## src/rtl/io_bus_responder.sv

```systemverilog
`default_nettype none
// ============================================================================
// Module   : io_bus_responder
// Purpose  : IO-window bus target with a scratch register, a read-only ID
//            register and an optional compare timer that raises a level irq.
//            b_data_o is zero outside the ack cycle so several responders
//            can share the bus through a plain OR.
// Options  : IO_RESP_TIMER_EN - when defined, builds COUNT/CMP/CTRL and irq.
// Revision : 1.0 - initial release
// ============================================================================
module io_bus_responder #(
  parameter logic [23:0] BASE_ADDR   = 24'h400000,
  parameter int unsigned WAIT_CYCLES = 1,
  parameter logic [31:0] ID_VALUE    = 32'h48460001
) (
  input  logic        clk,
  input  logic        rst,
  input  logic [31:0] b_addr_i,
  input  logic [31:0] b_data_i,
  input  logic        b_read_i,
  input  logic        b_write_i,
  output logic [31:0] b_data_o,
  output logic        b_ack_o,
  output logic        irq_o
);

  localparam logic [3:0] C_WAIT = WAIT_CYCLES[3:0];

  localparam logic [5:0] C_W_SCRATCH = 6'h00;
  localparam logic [5:0] C_W_ID      = 6'h04;
`ifdef IO_RESP_TIMER_EN
  localparam logic [5:0] C_W_COUNT   = 6'h01;
  localparam logic [5:0] C_W_CMP     = 6'h02;
  localparam logic [5:0] C_W_CTRL    = 6'h03;
`endif

  typedef enum logic [1:0] {
    S_IDLE = 2'd0,
    S_WAIT = 2'd1,
    S_ACK  = 2'd2
  } state_t;

  state_t      r_state;
  state_t      w_state_nxt;
  logic [3:0]  r_cnt;
  logic [3:0]  w_cnt_nxt;

  logic [5:0]  r_word;
  logic [31:0] r_wdata;
  logic        r_wr;
  logic [31:0] r_scratch;

  logic        w_req;
  logic        w_latch;
  logic        w_commit;
  logic [31:0] w_rdata;

  // Byte-lane bits of the address carry no meaning for word registers.
  logic        w_unused;
  assign w_unused = &{1'b0, b_addr_i[1:0]};

  assign w_req    = (b_read_i | b_write_i) & (b_addr_i[31:8] == BASE_ADDR);
  assign w_latch  = (r_state == S_IDLE) & w_req;
  assign w_commit = (r_state == S_ACK) & r_wr;

  // State and wait-counter registers.
  always_ff @(posedge clk) begin
    if (rst) begin
      r_state <= S_IDLE;
      r_cnt   <= 4'd0;
    end else begin
      r_state <= w_state_nxt;
      r_cnt   <= w_cnt_nxt;
    end
  end

  // Next-state logic: a dropped request while waiting abandons the access.
  always_comb begin
    w_state_nxt = r_state;
    w_cnt_nxt   = r_cnt;
    case (r_state)
      S_IDLE: begin
        if (w_req) begin
          if (C_WAIT == 4'd0) begin
            w_state_nxt = S_ACK;
          end else begin
            w_cnt_nxt   = C_WAIT;
            w_state_nxt = S_WAIT;
          end
        end
      end
      S_WAIT: begin
        if (!w_req) begin
          w_state_nxt = S_IDLE;
        end else if (r_cnt == 4'd1) begin
          w_state_nxt = S_ACK;
        end else begin
          w_cnt_nxt = r_cnt - 4'd1;
        end
      end
      S_ACK:   w_state_nxt = S_IDLE;
      default: w_state_nxt = S_IDLE;
    endcase
  end

  // Capture the transaction on acceptance; read+write together counts as write.
  always_ff @(posedge clk) begin
    if (rst) begin
      r_word  <= 6'd0;
      r_wdata <= 32'd0;
      r_wr    <= 1'b0;
    end else if (w_latch) begin
      r_word  <= b_addr_i[7:2];
      r_wdata <= b_data_i;
      r_wr    <= b_write_i;
    end
  end

  // Scratch register, written when the ack cycle closes.
  always_ff @(posedge clk) begin
    if (rst) begin
      r_scratch <= 32'd0;
    end else if (w_commit && (r_word == C_W_SCRATCH)) begin
      r_scratch <= r_wdata;
    end
  end

`ifdef IO_RESP_TIMER_EN
  logic [31:0] r_count;
  logic [31:0] r_cmp;
  logic        r_en;
  logic        r_ie;
  logic        r_match;
  logic        r_irq;
  logic        w_match_set;
  logic        w_match_clr;
  logic        w_wr_ctrl;

  assign w_wr_ctrl   = w_commit & (r_word == C_W_CTRL);
  assign w_match_set = r_en & (r_count == r_cmp);
  assign w_match_clr = w_wr_ctrl & r_wdata[2];

  // Free-running counter; a bus write takes priority over the increment.
  always_ff @(posedge clk) begin
    if (rst) begin
      r_count <= 32'd0;
    end else if (w_commit && (r_word == C_W_COUNT)) begin
      r_count <= r_wdata;
    end else if (r_en) begin
      r_count <= r_count + 32'd1;
    end
  end

  // Compare value and control bits.
  always_ff @(posedge clk) begin
    if (rst) begin
      r_cmp <= 32'd0;
      r_en  <= 1'b0;
      r_ie  <= 1'b0;
    end else begin
      if (w_commit && (r_word == C_W_CMP)) begin
        r_cmp <= r_wdata;
      end
      if (w_wr_ctrl) begin
        r_en <= r_wdata[0];
        r_ie <= r_wdata[1];
      end
    end
  end

  // Sticky match flag (a new match beats a W1C clear) and registered irq.
  always_ff @(posedge clk) begin
    if (rst) begin
      r_match <= 1'b0;
      r_irq   <= 1'b0;
    end else begin
      r_match <= w_match_set | (r_match & ~w_match_clr);
      r_irq   <= r_match & r_ie;
    end
  end

  assign irq_o = r_irq;
`else
  assign irq_o = 1'b0;
`endif

  // Read mux on the latched word offset; unmapped offsets read zero.
  always_comb begin
    w_rdata = 32'd0;
    case (r_word)
      C_W_SCRATCH: w_rdata = r_scratch;
      C_W_ID:      w_rdata = ID_VALUE;
`ifdef IO_RESP_TIMER_EN
      C_W_COUNT:   w_rdata = r_count;
      C_W_CMP:     w_rdata = r_cmp;
      C_W_CTRL:    w_rdata = {29'd0, r_match, r_ie, r_en};
`endif
      default:     w_rdata = 32'd0;
    endcase
  end

  assign b_ack_o  = (r_state == S_ACK);
  assign b_data_o = b_ack_o ? w_rdata : 32'd0;

endmodule
`default_nettype wire
```

## config.mk

```make
export PLATFORM = sky130hd
export DESIGN_NAME = io_bus_responder
export DESIGN_NICKNAME = d
export VERILOG_FILES = /design/src/rtl/io_bus_responder.sv
export SDC_FILE = /design/constraint.sdc
export NUM_CORES = 1
export LEC_CHECK = 0
export ABC_AREA = 1
export CORE_MARGIN = 4
export CORE_UTILIZATION = 44
export CTS_BUF_LIST = sky130_fd_sc_hd__clkbuf_2
export CTS_CLUSTER_SIZE = 12
export DETAILED_ROUTE_END_ITERATION = 8
export PLACE_DENSITY = 0.78
export SLEW_MARGIN = 20
export SYNTH_ARGS = -nofsm -noshare
export SYNTH_HDL_FRONTEND = slang
export SYNTH_SLANG_ARGS = --single-unit
```

## constraint.sdc

```tcl
create_clock -name clk -period 1.2 [get_ports clk]
set_input_delay 0.24 -clock clk [delete_from_list [all_inputs] [get_ports clk]]
set_output_delay 0.24 -clock clk [all_outputs]
set_load 0.01 [all_outputs]
```

==> impl_metrics.toml <==
[synth]
yosysUniqueCellTypes = 27
ys_seq_elements = 77
syn_area_um2 = 3543
syn_avg_cell_area_um2 = 6.316
syn_inst = 561
synth_nets = 631
ys_warn_count = 0
yosysSeqAreaShare = 0.4350

[timing]
fin_skew_ps = 28.72
fin_crit_ps = 2161
hold_viol_final = 0
setup_viol = 109
fin_crit_sh = 1.801
slew_viol_final = 0
fin_tns_setup_ps = -54860
fmax_mhz = 462.7
setup_slack_ps = -961.3
rsz0062_at_grt = "yes"

[job]
drv_cap = 0

[drt]
viasPerCell = 5.116
dr_total_vias = 4175
drt-total-wl_mm = 13.12
firstDrtPassIters = 5
drtIter0Drc = 271
ant_nets = 0
drc = 0
wl_per_cell_um = 16.08

[clock_network]
cts_tree = "built"
root_buffer = "clkbuf_2"
ctsHoldBuffers = 0
htreeDepth = 3
clk_latency_ps = 550
cts.path.max_buffers = 2
cts_num_sinks = 77
clk_pin_slew_ps = 210
numCtsBuffers = 9

[critical_path]
crit_fanout = 6
required_ps = 960
start_kind = "flip-flop"
endpoint_kind = "primary output"
arrival_ps = 1920
crit_type = "flip-flop to primary output"

[global_routing]
first_global_vias = 3868
grt_start_max_net_pins = 36
grt_util_all_layers = 0.2307
antenna_found_initial = 0
overflow = 0
grt_first_pass_wirelength_mm = 17.81

[placement]
portBuffers = 98
gp_congestion = 0.8127
pre_cts_slack_ps = -654.8
place_hpwl_mm = 6.376

[finish]
antennaDiodeCount = 0
nNetsFinal = 779
final_cell_mix = "nor2_1 (137), nand2_1 (97), dfxtp_1 (71)"
areaGrowthSynthToFinish_pct = 68.86
drive_above_1_share = 0.3782
final_common_cell = "nor2_1"

[power_and_ir_drop]
p_leak_nw = 2.726
ir_drop_mv = 0.4849
powerDensity_nw_per_um2 = 701.7

[floorplan]
die_h_um = 97.74
rows = 32
start_util = 0.4562
die_x_um = 97.74
fp.coreArea_um2 = 7767
ios = 102
die_area_um2 = 9553

[outcome]
violations = "negative setup slack"
status = "finished with violations"

[min_path]
min_path_type = "input pin to flip-flop"
timing repair:
action                     4_1_cts  5_1_grt
setup endpoints to repair      107      109
pin swaps                       19       43
gates cloned                    10        3
resized for setup              240      120
buffers inserted                16        9
critical path, cell delays in order, from the launching register on:
cell and delay, ps:
dfxtp_1 350, inv_1 140, nand3_1 100, nor3_1 200, buf_4 220, a21oi_1 70
nor2_1 130, buf_2 170
flip-flops by register name (all words and copies together) (netlist names):
register and cells:
r_cnt 4, r_scratch 32, r_state 2, r_wdata 32, r_word 6, r_wr 1
cells by family after synthesis:
| family | share of synthesized area |
|---|---|
| flops | 0.4350 |
| simple gates | 0.3951 |
| other cells | 0.001058 |
| fa+ha+maj | 0.007061 |
| buf+inv | 0.1038 |
| compound gates | 0.05791 |
power breakdown:
group	switching [W]	internal (W)
Sequential	0.000000000157	0.00256
Combinational	0.000151	0.000235
Clock	0.000960	0.000292
Total	0.00111	0.00309
cell usage after synthesis (all sizes together):
| cell | count | area share |
|---|---|---|
| and2 | 1 | 0.0018 |
| nand4 | 2 | 0.0035 |
| o21ai | 33 | 0.047 |
| nor2 | 213 | 0.23 |
| nand2 | 131 | 0.14 |
| clkbuf | 13 | 0.015 |
| and3 | 1 | 0.0018 |
| or2 | 1 | 0.0018 |
| dfxtp | 77 | 0.44 |
| a21oi | 8 | 0.011 |
| nand3b | 1 | 0.0021 |
| nor3 | 3 | 0.0056 |
| buf | 13 | 0.029 |
| nand3 | 5 | 0.0085 |
| clkinv | 2 | 0.0028 |
| inv | 54 | 0.057 |
| ha | 2 | 0.0071 |
| conb | 1 | 0.0011 |
cell type report:
cell class | count | area, um2
timing repair buffer | 163 | 1780
sequential | 77 | 1551
multi-input combinational | 402 | 2196
tap | 102 | 127.6
inverter | 56 | 235.2
clock inverter | 5 | 37.54
clock buffer | 11 | 55.05
fill | 492 | 1784
through the flow:
stage                     instance area (um2)  total power (W)  utilization  cells  hold WS [ps]
final                                    5983         0.004198       0.7703    816         190.4
after global routing                     5983         0.004342       0.7703    816         171.0
after CTS                                5548         0.004142       0.7142    809         194.2
after detailed placement                 4921         0.002960       0.6335    767         469.8
after global placement                   4921         0.002956       0.6335    767         461.3
after floorplan                          3677         0.002698            -    561         312.4
routing by layer:
metal	routed length [um]	up-vias	global-route usage
met5	0	-	0
met4	676	0	0.1214
met3	989	59	0.06643
met2	6682	203	0.4196
met1	4774	1929	0.2391
li1	-	1984	-
final timing paths:
check	startpoint	end	slack [ps]	cells after the start
worst min-delay path	b_write_i	r_wr	190	4
worst max-delay path	r_word[5]	b_data_o[27]	-960	7
worst max register to register	r_word[2]	r_scratch[2]	-670	12
worst min register to register	r_scratch[12]	r_scratch[12]	510	2
Power figures use the tool's default switching activity.
